File: src/rtl/priority_pkg.sv
// Shared types for the priority encoder family: mask classification and default width.
// Latency: none (package only).
// Backpressure: none (package only).
package priority_pkg;

    localparam int DEFAULT_WIDTH = 16;

    // Outcome of checking a left/right one-hot mask pair.
    typedef enum logic [1:0] {
        GOOD  = 2'd0,
        EMPTY = 2'd1,
        ERROR = 2'd2
    } cls_e;

endpackage

File: src/rtl/onehot_to_idx.sv
// Converts one one-hot mask to a bit index, with flags for an all-zero mask and for more than one bit set.
// Latency: combinational.
// Backpressure: none; output follows the input mask directly.
module onehot_to_idx #(
    parameter int WIDTH = 16,
    parameter int IDX_W = $clog2(WIDTH)
) (
    input  logic [WIDTH-1:0] mask_i,
    output logic [IDX_W-1:0] idx_o,
    output logic             zero_o,
    output logic             multi_o
);

    logic seen;

    // Scan the mask: OR together the positions of set bits and flag a second set bit.
    always_comb begin
        idx_o   = '0;
        multi_o = 1'b0;
        seen    = 1'b0;
        for (int i = 0; i < WIDTH; i++) begin
            if (mask_i[i]) begin
                if (seen) begin
                    multi_o = 1'b1;
                end
                seen  = 1'b1;
                idx_o = idx_o | IDX_W'(i);
            end
        end
        zero_o = ~seen;
    end

endmodule

File: src/rtl/priority_span_decoder.sv
// Decodes a left/right one-hot mask pair into indices, a contiguous span mask, its length and error/empty flags.
// Latency: exactly 2 cycles from data_val_i to data_val_o, full throughput.
// Backpressure: none; every valid input produces a result, invalid cycles are ignored.
module priority_span_decoder
    import priority_pkg::*;
#(
    parameter int WIDTH = DEFAULT_WIDTH,
    parameter int IDX_W = $clog2(WIDTH),
    parameter int CNT_W = 8
) (
    input  logic             clk_i,
    input  logic             arstn_i,
    input  logic [WIDTH-1:0] data_left_i,
    input  logic [WIDTH-1:0] data_right_i,
    input  logic             data_val_i,
    output logic [IDX_W-1:0] left_idx_o,
    output logic [IDX_W-1:0] right_idx_o,
    output logic [WIDTH-1:0] span_o,
    output logic [IDX_W:0]   span_len_o,
    output logic             empty_o,
    output logic             err_o,
    output logic             data_val_o,
    output logic [CNT_W-1:0] err_cnt_o
);

    // Mask-to-index conversion for both inputs.
    logic [IDX_W-1:0] l_idx, r_idx;
    logic             l_zero, r_zero, l_multi, r_multi;

    onehot_to_idx #(.WIDTH(WIDTH), .IDX_W(IDX_W)) u_left (
        .mask_i  (data_left_i),
        .idx_o   (l_idx),
        .zero_o  (l_zero),
        .multi_o (l_multi)
    );

    onehot_to_idx #(.WIDTH(WIDTH), .IDX_W(IDX_W)) u_right (
        .mask_i  (data_right_i),
        .idx_o   (r_idx),
        .zero_o  (r_zero),
        .multi_o (r_multi)
    );

    // Stage 1 next-state: classification and indices (indices forced to 0 unless the pair is good).
    cls_e             cls_d;
    logic [IDX_W-1:0] s1_lidx_d, s1_ridx_d;

    // Classify the incoming pair: both zero is empty, two clean one-hots in order is good, anything else is an error.
    always_comb begin
        cls_d     = ERROR;
        s1_lidx_d = '0;
        s1_ridx_d = '0;
        if (l_zero && r_zero) begin
            cls_d = EMPTY;
        end else if (!l_zero && !r_zero && !l_multi && !r_multi && (l_idx >= r_idx)) begin
            cls_d     = GOOD;
            s1_lidx_d = l_idx;
            s1_ridx_d = r_idx;
        end
    end

    logic             s1_vld_q;
    cls_e             s1_cls_q;
    logic [IDX_W-1:0] s1_lidx_q, s1_ridx_q;

    // Stage 1 register: valid always advances, payload only loads on a valid input.
    always_ff @(posedge clk_i or negedge arstn_i) begin
        if (!arstn_i) begin
            s1_vld_q  <= 1'b0;
            s1_cls_q  <= EMPTY;
            s1_lidx_q <= '0;
            s1_ridx_q <= '0;
        end else begin
            s1_vld_q <= data_val_i;
            if (data_val_i) begin
                s1_cls_q  <= cls_d;
                s1_lidx_q <= s1_lidx_d;
                s1_ridx_q <= s1_ridx_d;
            end
        end
    end

    // Stage 2 next-state: span mask and length, zero unless stage 1 holds a good pair.
    logic             s1_good;
    logic [WIDTH-1:0] span_d;
    logic [IDX_W:0]   len_d;

    assign s1_good = (s1_cls_q == GOOD);

    // Build the contiguous mask between the two indices and its inclusive length.
    always_comb begin
        span_d = '0;
        len_d  = '0;
        if (s1_good) begin
            for (int i = 0; i < WIDTH; i++) begin
                span_d[i] = (IDX_W'(i) >= s1_ridx_q) && (IDX_W'(i) <= s1_lidx_q);
            end
            len_d = {1'b0, s1_lidx_q} - {1'b0, s1_ridx_q} + (IDX_W+1)'(1);
        end
    end

    logic             val_q, empty_q, err_q;
    logic [IDX_W-1:0] lidx_q, ridx_q;
    logic [WIDTH-1:0] span_q;
    logic [IDX_W:0]   len_q;
    logic [CNT_W-1:0] cnt_q;

    // Stage 2 register: results hold between valid cycles, flags drop to 0 when nothing is valid,
    // and the error counter moves in the same cycle the error result is presented.
    always_ff @(posedge clk_i or negedge arstn_i) begin
        if (!arstn_i) begin
            val_q   <= 1'b0;
            empty_q <= 1'b0;
            err_q   <= 1'b0;
            lidx_q  <= '0;
            ridx_q  <= '0;
            span_q  <= '0;
            len_q   <= '0;
            cnt_q   <= '0;
        end else begin
            val_q   <= s1_vld_q;
            empty_q <= s1_vld_q && (s1_cls_q == EMPTY);
            err_q   <= s1_vld_q && (s1_cls_q == ERROR);
            if (s1_vld_q) begin
                lidx_q <= s1_lidx_q;
                ridx_q <= s1_ridx_q;
                span_q <= span_d;
                len_q  <= len_d;
            end
            if (s1_vld_q && (s1_cls_q == ERROR) && (cnt_q != {CNT_W{1'b1}})) begin
                cnt_q <= cnt_q + CNT_W'(1);
            end
        end
    end

    assign left_idx_o  = lidx_q;
    assign right_idx_o = ridx_q;
    assign span_o      = span_q;
    assign span_len_o  = len_q;
    assign empty_o     = empty_q;
    assign err_o       = err_q;
    assign data_val_o  = val_q;
    assign err_cnt_o   = cnt_q;

endmodule

File: config.mk
export PLATFORM = sky130hd
export DESIGN_NAME = priority_span_decoder
export DESIGN_NICKNAME = d
export VERILOG_FILES = /design/src/rtl/priority_pkg.sv /design/src/rtl/onehot_to_idx.sv /design/src/rtl/priority_span_decoder.sv
export SDC_FILE = /design/constraint.sdc
export NUM_CORES = 1
export LEC_CHECK = 0
export ABC_AREA = 1
export CAP_MARGIN = 20
export CORE_MARGIN = 2
export CORE_UTILIZATION = 35
export DETAILED_ROUTE_END_ITERATION = 6
export GPL_TIMING_DRIVEN = 1
export PLACE_DENSITY = 0.66
export SYNTH_ARGS = -nofsm -noshare
export SYNTH_HDL_FRONTEND = slang
export SYNTH_SLANG_ARGS = --single-unit
File: constraint.sdc
create_clock -name clk_i -period 2 [get_ports clk_i]
set_input_delay 0.5 -clock clk_i [delete_from_list [all_inputs] [get_ports clk_i]]
set_output_delay 0.5 -clock clk_i [all_outputs]
set_load 0.01 [all_outputs]
**Word-level counts from Yosys, hierarchy flattened**

Cells that the tools add are included.

- $add $sub $neg: 3
- Magnitude comparators: 33
- Equal/unequal tests: 3
- Muxes and demuxes: 130
- Bitwise operators: 2
- Reductions and logical operators: 27

Operator list:

| operator | count |
|---|---|
| 1-bit 2-to-1 mux | 94 |
| 4-bit 2-to-1 mux | 20 |
| 4-bit greater-or-equal comparator, first input constant | 8 |
| 4-bit <= comparator, first input constant | 8 |
| 1-bit logical AND | 24 |
| 3-bit 2-to-1 mux | 8 |
| 3-bit by 4-bit greater-or-equal comparator with 1-bit output, first input constant | 4 |
| 3-bit by 4-bit <= comparator with 1-bit output, first input constant | 4 |
| 16-bit 2-to-1 mux | 1 |
| 2-bit 2-to-1 mux | 6 |
| 8-bit by 1-bit adder with 8-bit output, second input constant | 1 |
| 1-bit by 4-bit greater-or-equal comparator with 1-bit output, first input constant | 2 |
| 2-bit by 4-bit greater-or-equal comparator with 1-bit output, first input constant | 2 |
| 1-bit by 4-bit <= comparator with 1-bit output, first input constant | 2 |
| 2-bit by 4-bit <= comparator with 1-bit output, first input constant | 2 |
| 8-bit inequality test, second input constant | 1 |
| 5-bit by 1-bit adder with 5-bit output, second input constant | 1 |
| 5-bit 2-to-1 mux | 1 |
| 4-bit by 4-bit subtractor with 5-bit output | 1 |
| 4-bit greater-or-equal comparator | 1 |
| 2-bit by 1-bit equality test with 1-bit output, second input constant | 1 |
| 2-bit equality test, second input constant | 1 |
| 1-bit zero test | 2 |
| 2-bit zero test | 1 |
| 1-bit NOT | 2 |

- Bits in registers: 51
- Bits of input ports: 35
- Logic and storage cells: 210

**Longest topological paths before layout**

- Depth after elaboration: 37
- Gate-level depth with buffers: 16
- Mapped depth without buffers: 16

**Cells and area by module**

From an unflattened synthesis, not the netlist that was laid out.

- Cell total of the unflattened synthesis: 409
- Area, all modules: 3051.7 um^2

Modules (own cells, without submodules):

| module | times used | cells each | area an instance (um^2) | sequential area each (um^2) |
|---|---|---|---|---|
| priority_span_decoder | 1 | 295 | 2528.7 | 1277.5 |
| onehot_to_idx | 2 | 57 | 261.5 | 0.0 |

**Least setup slack after synthesis**

Ideal clock, no wire load.

- Path type: input to register
- Start: in data_left_i[14]
- End: reg s1_cls_q[1]
- Data arrival time: 2.115 ns
- Required time: 1.883 ns
- Path slack: -0.231 ns
- Cell stages on the path: 15
- Buffers on the path: 0
- Path through: or2_1 -> nor2_1 -> inv_1 -> nor3_1 -> inv_1 -> ha_1 -> a21oi_1 -> o21ai_0 -> nor2_1 -> a21oi_1 -> nand2_1 -> nor2_4 -> nand3_1 -> nand2_1 -> nand2_1

- Word-level cells in the longest chain between the ends: 9
- Elaborated cells on any way between the ends: 17
- Classes of those cells: 1 x order compare; 9 x mux; 1 x bitwise; 6 x reduce/logical

RTL lines:

| element | line | source |
|---|---|---|
| from (decl) | priority_span_decoder.sv:13 | `input logic [WIDTH-1:0] data_left_i,` |
| parallel branches: the longest is 8 deep, another holds 4-bit greater-or-equal comparator | n/a |  |
| 2-bit 2-to-1 mux * | priority_span_decoder.sv:53 | `if (l_zero && r_zero) begin` |
| to (signal assigned) | priority_span_decoder.sv:76 | `s1_cls_q <= cls_d;` |
| to (decl) | priority_span_decoder.sv:63 | `cls_e s1_cls_q;` |

Every way passes the cells marked *.
A chain may end at the register's enable or synchronous reset.

**Worst setup path in the final report**

- Start: in data_left_i[7]
- End: reg s1_lidx_q[2]

- Word-level cells in the longest chain between the ends: 23
- Elaborated cells on any way between the ends: 45
- Classes of those cells: 1 x order compare; 37 x mux; 1 x bitwise; 6 x reduce/logical

RTL lines:

| element | line | source |
|---|---|---|
| 1-bit 2-to-1 mux | onehot_to_idx.sv:22 | `if (mask_i[i]) begin` |
| 1-bit 2-to-1 mux | onehot_to_idx.sv:23 | `if (seen) begin` |
| 1-bit 2-to-1 mux | onehot_to_idx.sv:22 |  |
| 1-bit 2-to-1 mux | onehot_to_idx.sv:23 |  |
| 1-bit 2-to-1 mux | onehot_to_idx.sv:22 |  |
| 1-bit 2-to-1 mux | onehot_to_idx.sv:23 |  |
| 1-bit 2-to-1 mux | onehot_to_idx.sv:22 |  |
| 1-bit 2-to-1 mux | onehot_to_idx.sv:23 |  |
| [... 5 more ...] | n/a |  |
| 1-bit 2-to-1 mux | onehot_to_idx.sv:23 |  |
| 1-bit 2-to-1 mux | onehot_to_idx.sv:22 |  |
| 1-bit 2-to-1 mux | onehot_to_idx.sv:23 |  |
| 1-bit 2-to-1 mux | onehot_to_idx.sv:22 |  |
| 1-bit zero test | priority_span_decoder.sv:55 | `end else if (!l_zero && !r_zero && !l_multi && !r_multi && (l_idx >= r_idx)) begin` |
| 1-bit logical AND (3 in a row) | priority_span_decoder.sv:55 |  |
| 4-bit 2-to-1 mux | priority_span_decoder.sv:55 |  |
| 4-bit 2-to-1 mux * | priority_span_decoder.sv:53 |  |
| to (signal assigned) | priority_span_decoder.sv:77 | `s1_lidx_q <= s1_lidx_d;` |
| to (decl) | priority_span_decoder.sv:64 | `logic [IDX_W-1:0] s1_lidx_q, s1_ridx_q;` |

Mark *: on every way between the ends. The rest lies on a longest branch, timed or not.

==> impl_metrics.csv <==
group,metric,value,unit
logic_synthesis,synth_fa_ha_area_share,5.62,%
floorplanning,num_rows,33,
global_route,grt_pass1_wl,14200,um
logic_synthesis,synth-edff-count,0,
finish,multiInputGateArea,0.00175,sq mm
placement,place.gp.congestion,0.899,
finish,n_fill_cell,771,
worst_setup_path,rrSetupSlack,0.19,ns
sta,finalHoldViolations,0,
placement,dp.cells,623,
logic_synthesis,synth_top_family_by_area,"simple AND/OR/NAND/NOR gates",
sta,drv_slew,0,
clock_tree,cts_tree,"done",
worst_setup_path,arrival,2.34,ns
sta,finalWorstSetupSlack,-0.144,ns
power_and_ir_drop,p_leak,2.46,nW
logic_synthesis,netlist_area,0.00303,sq mm
finish,stdcell_count,670,
finish,antennaDiodeCount,0,
global_route,grt.overflow.total,0,
logic_synthesis,syn_avg_cell_area,7.67,sq um
logic_synthesis,synth_xor_area_share,2.60,%
clock_tree,clk_path_buf_depth,2,
logic_synthesis,ys_warn_count,0,
job,maxCapViolations,0,
sta,fmax,0.466,GHz
sta,holdWs,0.166,ns
logic_synthesis,synth-seq-cells,51,
worst_setup_path,path_cells,"buf_2, nor2_4, buf_4, buf_4, buf_4, buf_4, buf_4, buf_4, buf_4, buf_4, buf_4, nand4_1, nand2_1, nand2_1, inv_2, nand2_2, nor2_4, nand4_1, nand2_1",
clock_tree,path_clk_slew,0.08,ns
power_and_ir_drop,ir_drop,0.280,mV
clock_tree,cts_inserted_buffers,5,
worst_setup_path,reg2reg_from,"s1_ridx_q[1]$_DFFE_PN0P_",
placement,place_ws,-0.853,ns
worst_setup_path,worstSetupStartpointType,"input pin",
finish,seqCellArea,0.00128,sq mm
logic_synthesis,ys_types,36,
sta,clock-skew-final,0.00770,ns
global_route,antenna_found_initial,0,
drt,routed_wl,8890,um
floorplanning,coreArea,0.00830,sq mm
sta,finalSetupViolCount,9,
status,outcome,"finished with violations",
worst_setup_path,cp-end-kind,"flop",
finish,final_common_cell,"nand2_1",
finish,post-route-cell-area,0.00486,sq mm
placement,port_buffers,74,
placement,placed_area,0.00430,sq mm
drt,drcViolationCount,0,
status,violations,"negative setup slack",
global_route,grt.total_usage,18.1,%
logic_synthesis,synth_area_leader_cell,"dfrtp_1",
worst_setup_path,slowest_delay,0.13,ns
drt,final_antenna_net_count,0,
min_path,hp-class,"in -> async",
logic_synthesis,synth-compound-area-share,10.1,%
sta,rsz0062_at_grt,"yes",
drt,vias_per_cell,4.79,
drt,vias,3209,
floorplanning,die_w,97.0,um
logic_synthesis,synthDominantCellAreaShare,41.3,%
worst_setup_path,critPathKind,"in -> reg",
worst_setup_path,crit_family,"buffers and inverters",
drt,drt-initial-drc-count,96,
floorplanning,dieArea,0.00941,sq mm
drt,wl_per_cell,13.3,um
sta,maxSlewHeadroom,62.8,%
sta,tightest_slew,0.558,ns
worst_setup_path,crit_fanout,5,
logic_synthesis,synthMuxAreaShare,0,%
worst_setup_path,r2r_cells,7,
clock_tree,cts.root.buffer_cell,"clkbuf_8",
logic_synthesis,synthArstFlopShare,100,%
logic_synthesis,yosysSeqAreaShare,42.2,%
clock_tree,clock-sinks,51,
worst_setup_path,cp.buffers_inverters,11,
sta,fin_setup_tns,-1.17,ns
logic_synthesis,syn_nets,443,
finish,layout-drive-gt1-share,31.7,%
floorplanning,ioPinCount,75,
sta,period_share,107,%
clock_tree,clock_latency,0.30,ns
logic_synthesis,synth_cells,395,
floorplanning,die_y,97.0,um
clock_tree,htreeDepth,2,
worst_setup_path,critPathRequiredTime,2.19,ns
clock_tree,cts_hold_buf,0,
finish,nets,613,
finish,area_growth,60.5,%
floorplanning,initial_utilization,36.5,%
placement,dp_hpwl,6380,um
logic_synthesis,synth_top_flop_cell,"dfrtp_1",
worst_setup_path,critPathLaunch,"data_left_i[7]",
worst_setup_path,critPathSlowestCell,"buf_4",
worst_setup_path,crit_top_cell,"buf_4",
global_route,grt_max_degree,52,
global_route,first_global_vias,3182,
power_and_ir_drop,power_density,491,mW/mm^2
drt,first_pass_iters,4,
logic_synthesis,synth_area_leaders,"dfrtp_1 41%, nand2_1 14%, inv_1 5.8%",
worst_setup_path,rr_endpoint,"span_len_o[3]$_DFFE_PN0P_",
sta,period_minus_slack,2.14,ns
finish,final_cell_mix,"108 x nand2_1, 88 x buf_4, 50 x dfrtp_1, 44 x clkdlybuf4s50_1, 35 x nor2_1",
logic_synthesis,synth-simple-area-share,32.9,%
## synthesized netlist by cell type, types with 3 or more instances
master	n
a21oi_1	10
a22o_1	3
clkbuf_1	4
dfrtp_1	50
ha_1	12
inv_1	47
nand2_1	116
nand2_2	5
nand3_1	14
nand4_1	10
nor2_1	42
nor2_2	8
nor3_1	8
o21ai_0	27
o41ai_1	3
xnor2_1	4
xor2_1	5
## worst max-delay path by stage
stage	endpoint	slack, ns	cells after the start
6_report	s1_lidx_q[2]$_DFFE_PN0P_	-0.14	19
5_1_grt	s1_cls_q[1]$_DFFE_PN0P_	-0.26	15
4_1_cts	s1_cls_q[1]$_DFFE_PN0P_	-0.22	16
3_5_place_dp	s1_cls_q[1]$_DFFE_PN0P_	-0.85	16
3_3_place_gp	s1_cls_q[1]$_DFFE_PN0P_	-0.73	16
2_1_floorplan	s1_cls_q[1]$_DFFE_PN0P_	-0.18	15
## worst register-to-register path, delay by kind of cell, from the launching register on
kind | cells | cell delay, ns
flip-flops | 1 | 0.47
XOR/XNOR | 1 | 0.17
adder cells (fa/ha/maj) | 3 | 0.85
AO/OA/AOI/OAI | 1 | 0.13
buffers and inverters | 2 | 0.11
## routing by layer
layer / GRT usage, % / wire length, um / part of all wire (%)
met1: 21.4 / 3740 / 42
met2: 33.0 / 4600 / 52
met4: 7.15 / 195 / 2.2
met5: 0 / 0 / 0
met3: 2.53 / 349 / 3.9
## registers in the layout (all words and copies together), names as in the netlist, 2 cells and up
signal and count:
err_cnt_o 8, left_idx_o 4, right_idx_o 4, s1_cls_q 2
s1_lidx_q 4, s1_ridx_q 4, span_len_o 5, span_o 16
## final cells by class
cell class	instances	area share [%]
clock buffer	6	1.49
inverter	49	3.78
tap	105	2.70
multi-input combinational	293	36.0
clock inverter	1	0.618
sequential	51	26.3
timing repair buffer	165	29.1
## logic make-up after synthesis
logic type / count (synthesis)
adder cells (fa/ha/maj): 13
AO/OA/AOI/OAI: 52
XOR/XNOR: 9
buffers and inverters: 53
AND/OR/NAND/NOR: 217
flip-flops: 51
## metrics by stage
stage          util (%)  total power, mW
6_report           58.6             2.39
4_1_cts            56.4             2.38
3_3_place_gp       51.8             1.66
5_1_grt            58.6             2.50
3_5_place_dp       51.8             1.67
2_1_floorplan         -             1.35
## power breakdown
part           total (mW)  leakage (nW)  switching, mW  internal [mW]
clock               0.683        0.0513          0.316          0.367
combinational       0.549          1.72          0.261          0.289
sequential           1.15         0.691         0.0657           1.09
## timing repair
| action | CTS | global route |
|---|---|---|
| cloned | 1 | 1 |
| pin swaps | 24 | 45 |
| resized for setup | 57 | 63 |
| buffers inserted | 28 | 11 |
| endpoints found under the setup margin | 9 | 10 |
| endpoints found under the hold margin | 0 | 0 |
No activity file was read; power rests on OpenSTA's default activity.
==> RTL edit 1, RTL diff (same flow settings) <==
Change the package constant `DEFAULT_WIDTH` from 16 to 8.
--- a/src/rtl/priority_pkg.sv
+++ b/src/rtl/priority_pkg.sv
@@ -4,5 +4,5 @@
 package priority_pkg;
 
-    localparam int DEFAULT_WIDTH = 16;
+    localparam int DEFAULT_WIDTH = 8;
 
     // Outcome of checking a left/right one-hot mask pair.
Ports: changed (6 resized); port bits go from 75 to 48. No check against the original RTL was run, so the function may have changed too.
==> RTL edit 1 against the original RTL <==
Clock power is 22% lower. Area after synthesis fell by 32%. Sequential cell count is 13 lower. Combinational power down 26%. Synthesized cell count shrank 39%. Routed wire length fell by 52%. Final area is 39% lower. Setup slack better by 0.30 ns. Power down 23%. Sequential power is 21% lower. Largest cell class unchanged.
==> RTL edit 1: results (changes against the original RTL) <==
Setup bufs post-CTS: 2 (-93%)
Worst Reg2Reg Path Length in Cells: 6 (-1)
CLK BUF: 7 (+1)
Critical Path AT: 2.03 ns (-0.31 ns)
Least-Margin Pin Slew: 0.4109 ns (-0.1470 ns)
H-tree levels: 2 (unchanged)
Post-synth net total: 268 (-40%)
Fillers: 557 (-28%)
Leakage: 1.437 nW (-42%)
Non-clock inverter count: 29 (-41%)
WHS: 0.1318 ns (-0.03412 ns)
DRT met1 WL: 2012 microns (-46%)
Final Cycle Share: 92.35% (-15 points)
Crit-path max FO: 7 (+2)
Drt wl/cell: 10.91 microns (-18%)
Status: completed
Internal power: 1.323 mW (-24%)
Clock Power Share: 28.8% (+0.2 points)
Share of the yosys chip area belonging to registers: 46.29% (+4.1 points)
Clk cell area share: 3.076% (+0.97 points)
Synth top area cells: dfrtp_1 45%, nand2_1 13%, ha_1 4.9%
Cell count after synthesis: 240 (-39%)
#MultiIn Comb: 171 (-42%)
Largest net degree at the start of global routing: 24 (-54%)
M3 GR Usage: 3.034% (+0.50 points)
Fraction of area in multi-input gates: 35.06% (-0.92 points)
Post-synthesis adder-cell area fraction: 5.839% (+0.22 points)
DRT iter0 DRCs: 102 (+6.3%)
Non-clock buffer area fraction after layout: 23.01% (-6.1 points)
Via density: 4.580 (-4.4%)
IR drop worst, VDD: 0.0004779 V (+70%)
Multi-input logic area: 0.001041 sq mm (-40%)
Critical-path top delay cell: clkdlybuf4s50_1
Reg area: 952.2 sq um (-25%)
Pre-CTS setup slack: -0.4680 ns (+0.3853 ns)
DP HPWL: 3303 microns (-48%)
GR Util met1: 18.97% (-2.4 points)
R2r setup slk: 0.29 ns (+0.10 ns)
Worst path max stage delay: 0.48 ns (+0.35 ns)
ANT cells: 0 (unchanged)
Tap Cells: 72 (-31%)
Port bufs: 47 (-36%)
Layout cells sized above 1: 23.05% (-8.6 points)
Post-synthesis compound-gate area fraction: 8.333% (-1.8 points)
Placed inst area: 0.002793 sq mm (-35%)
GRT Util Overall: 14.45% (-3.7 points)
Seq pwr share: 49.1% (+0.7 points)
First-pass GRT wire length: 7348 microns (-48%)
Vias in the first global route: 1,686 (-47%)
Post-synthesis xor/xnor area fraction: 3.771% (+1.2 points)
Seq cells: 38 (-25%)
Gpl congestion: 0.7936 (-12%)
Met2 routed WL: 1945 microns (-58%)
Synth cell types: 33 (-8.3%)
Comb pwr: 0.407 mW (-26%)
Synth cell count leaders: 69 x nand2_1, 37 x dfrtp_1, 26 x inv_1
## RTL edit 1: changes by cell type in the layout (fill, tap and decap cells not counted), moves of 5 or more
cell / delta
buf_4: -60
nand2_1: -41
nor2_1: -23
dfrtp_1: -13
inv_2: -13
clkdlybuf4s50_1: -11
nand4_1: -10
inv_1: -9
o21ai_0: -9
clkbuf_2: -6
buf_6: -5
ha_1: -5
nor2_4: -5
## RTL edit 1: how the worst max path moves through the flow
| stage | startpoint | to | slack [ns] | cells past startpoint |
|---|---|---|---|---|
| 2_1_floorplan | data_left_i[6] | s1_cls_q[1] | 0.15 | 12 |
| 3_3_place_gp | data_left_i[2] | s1_cls_q[1] | -0.38 | 13 |
| 3_5_place_dp | data_left_i[6] | s1_cls_q[1] | -0.47 | 13 |
| 4_1_cts | data_right_i[6] | s1_cls_q[1] | 0.006 | 12 |
| 5_1_grt | data_left_i[3] | s1_cls_q[1] | -0.008 | 13 |
| 6_report | data_left_i[1] | s1_cls_q[1] | 0.15 | 11 |
==> RTL edit 2, RTL diff (same flow settings) <==
Made on the original files. Reset style: synchronous (`arstn_i`), changed in 2 clocked blocks.
--- a/src/rtl/priority_span_decoder.sv
+++ b/src/rtl/priority_span_decoder.sv
@@ -65,5 +65,5 @@
 
     // Stage 1 register: valid always advances, payload only loads on a valid input.
-    always_ff @(posedge clk_i or negedge arstn_i) begin
+    always_ff @(posedge clk_i) begin
         if (!arstn_i) begin
             s1_vld_q  <= 1'b0;
@@ -108,5 +108,5 @@
     // Stage 2 register: results hold between valid cycles, flags drop to 0 when nothing is valid,
     // and the error counter moves in the same cycle the error result is presented.
-    always_ff @(posedge clk_i or negedge arstn_i) begin
+    always_ff @(posedge clk_i) begin
         if (!arstn_i) begin
             val_q   <= 1'b0;
Check against the original RTL: differs if arstn_i is asserted again (counterexample within 4 cycles, from zero or initial values and one cycle with arstn_i low); with arstn_i held inactive, the same outputs for 10 cycles.
==> RTL edit 2 against the original RTL <==
The run still ends with negative setup slack left. Final area is 1.2% lower. Area after synthesis is 4.3% lower. Sequential cell count stayed put. Setup slack worse by 0.049 ns. Die area is 4.1% lower. Clock skew is 0.0042 ns higher. Routed wire length is 0.28% lower. Power is 8.7% lower. First-iteration DRC count is 14% higher. Non-clock buffer count is 10 lower. Utilization is 0.47 points higher. Sequential power is 9.6% lower. Critical endpoint is now s1_ridx_q[1]. Largest cell class unchanged. Largest power group unchanged. Highest routed layer unchanged.
==> RTL edit 2: results (changes against the original RTL) <==
Failing checks: negative setup slack
Max reg flops: 16 (unchanged)
Post-synthesis adder-cell area fraction: 5.870% (+0.25 points)
Nets: 616 (+0.49%)
Final setup margin: -0.1931 ns (-0.04927 ns)
Fillers: 725 (-6.0%)
Post-synth net total: 461 (+4.1%)
First-pass GRT wire length: 14,180 microns (-0.39%)
CTS buffer count: 5 (unchanged)
Vias after detailed routing: 3,317 (+3.4%)
Port bufs: 74 (unchanged)
Synth top area cells: dfxtp_1 35%, nand2_1 11%, a21oi_1 7.6%
Synth cell count leaders: 88 x nand2_1, 51 x dfxtp_1, 48 x inv_1
TNS Setup: -1.549 ns (-0.3788 ns)
Worst Hold Class: flop to flop
Vias in the first global route: 3,190 (+0.25%)
Top Family by Delay on Critical Path: simple AND/OR/NAND/NOR gates
Drt wl/cell: 13.15 microns (-0.87%)
Status: finished, violations left
IR drop worst, VDD: 0.0004020 V (+43%)
Pre-CTS setup slack: -0.9694 ns (-0.1161 ns)
Gpl congestion: 0.9396 (+4.6%)
1st-pass router iterations: 4 (unchanged)
Hold path start: span_o[14]
Clock Tree Root: clkbuf_8
Post-synthesis compound-gate area fraction: 17.57% (+7.4 points)
Setup Skew: 0.01187 ns (+0.004163 ns)
Final cell count without fillers: 674 (+0.60%)
GRT Util Overall: 19.52% (+1.4 points)
Crit-path max FO: 8 (+3)
Initial antenna violation count: 0 (unchanged)
Dpl cells: 638 (+2.4%)
Layout cells sized above 1: 35.15% (+3.5 points)
Crit path launch: data_right_i[14]
Cell count after synthesis: 413 (+4.6%)
Largest net degree at the start of global routing: 35 (-33%)
Clk pin slew, worst setup/hold paths: 0.09 ns
Final setup fails: 9 (unchanged)
Worst path max stage delay: 0.26 ns (+0.13 ns)
Critical Path AT: 2.43 ns (+0.09 ns)
Multiplexer area fraction after synthesis: 0% (unchanged)
Clk Latency, worst-skew pair: 0.31 ns
Placed inst area: 0.004195 sq mm (-2.4%)
DRT iter0 DRCs: 109 (+14%)
DP HPWL: 6314 microns (-0.99%)
Critical-path top delay cell: dlygate4sd2_1
Worst reg2reg path startpoint: s1_lidx_q[1]
Post-synthesis xor/xnor area fraction: 0.3021% (-2.3 points)
Least-Margin Pin Slew: 0.6263 ns (+0.06833 ns)
Clock Path Buffers: 2 (unchanged)
Post-synth ARST share: 0% (-100 points)
Synth cell types: 42 (+17%)
Leakage: 1.976 nW (-20%)
Share of the yosys chip area belonging to registers: 35.22% (-7.0 points)
H-tree levels: 2 (unchanged)
RTL edit 2: changes by cell type in the layout (fill, tap and decap cells not counted), sizes merged, moves of 7 or more:
cell / unedited run / this run
dlymetal6s2s: 8 / 1
dfrtp: 50 / 0
nand3: 16 / 28
nand2: 121 / 89
dfxtp: 0 / 51
a21oi: 10 / 46
RTL edit 2: metrics by stage:
stage,hold slack (ns),power (mW)
finish,0.4669,2.178
global route,0.4834,2.260
CTS,0.4703,2.161
detailed placement,0.4560,1.388
global placement,0.4527,1.384
floorplan,0.4474,1.188
RTL edit 2: worst paths after layout:
kind,to,slack [ns],cells after the start
hold reg to reg,span_o[14],0.47,2
setup reg to reg,span_len_o[2],0.13,8
hold / removal,span_o[14],0.47,2
setup / recovery,s1_ridx_q[1],-0.19,15
RTL edit 2: worst reg2reg max path, delay by kind of cell, from the launching register on:
kind | cells | cell delay, ns
adder cells (fa/ha/maj) | 3 | 0.86
flip-flops | 1 | 0.34
AND/OR/NAND/NOR | 1 | 0.30
buffers and inverters | 3 | 0.20
AO/OA/AOI/OAI | 1 | 0.11
RTL edit 2: kinds of logic after synthesis:
kind of cell	count (synthesis)
AOI/OAI and AO/OA	88
xor gates and xnor gates	1
adders and majority gates	13
buffers and inverters	63
DFF	51
and+or+nand+nor	197
RTL edit 2: power by group:
group          internal [mW]  switching, mW
Combinational          0.179          0.199
Sequential              1.03         0.0104
Clock                  0.412          0.347
Total                   1.62          0.556
RTL edit 2: metal layers:
layer / routed length [microns] / vias to the layer above / GRT usage [%] / share of wire [%]
li1: - / 1689 / - / -
met1: 3668 / 1511 / 22.59 / 41
met5: 0 / - / 0 / 0
met3: 350 / 23 / 3.241 / 4.0
met4: 213 / 0 / 7.126 / 2.4
met2: 4627 / 94 / 35.99 / 52
RTL edit 2: repair_timing:
action,CTS,global route
gates resized for setup,105,65
setup buffers,21,7
pin swaps,36,35
endpoints found under the setup margin,10,14
cloned,0,1
RTL edit 2: final cells by class:
class	instances	area [sq um]	area share (%)
timing repair buffer	155	1296	26.99
multi-input combinational	300	2014	41.95
sequential	51	1022	21.29
tap	105	131.4	2.736
clock buffer	6	82.58	1.720
inverter	55	216.5	4.508
clock inverter	2	38.79	0.8077
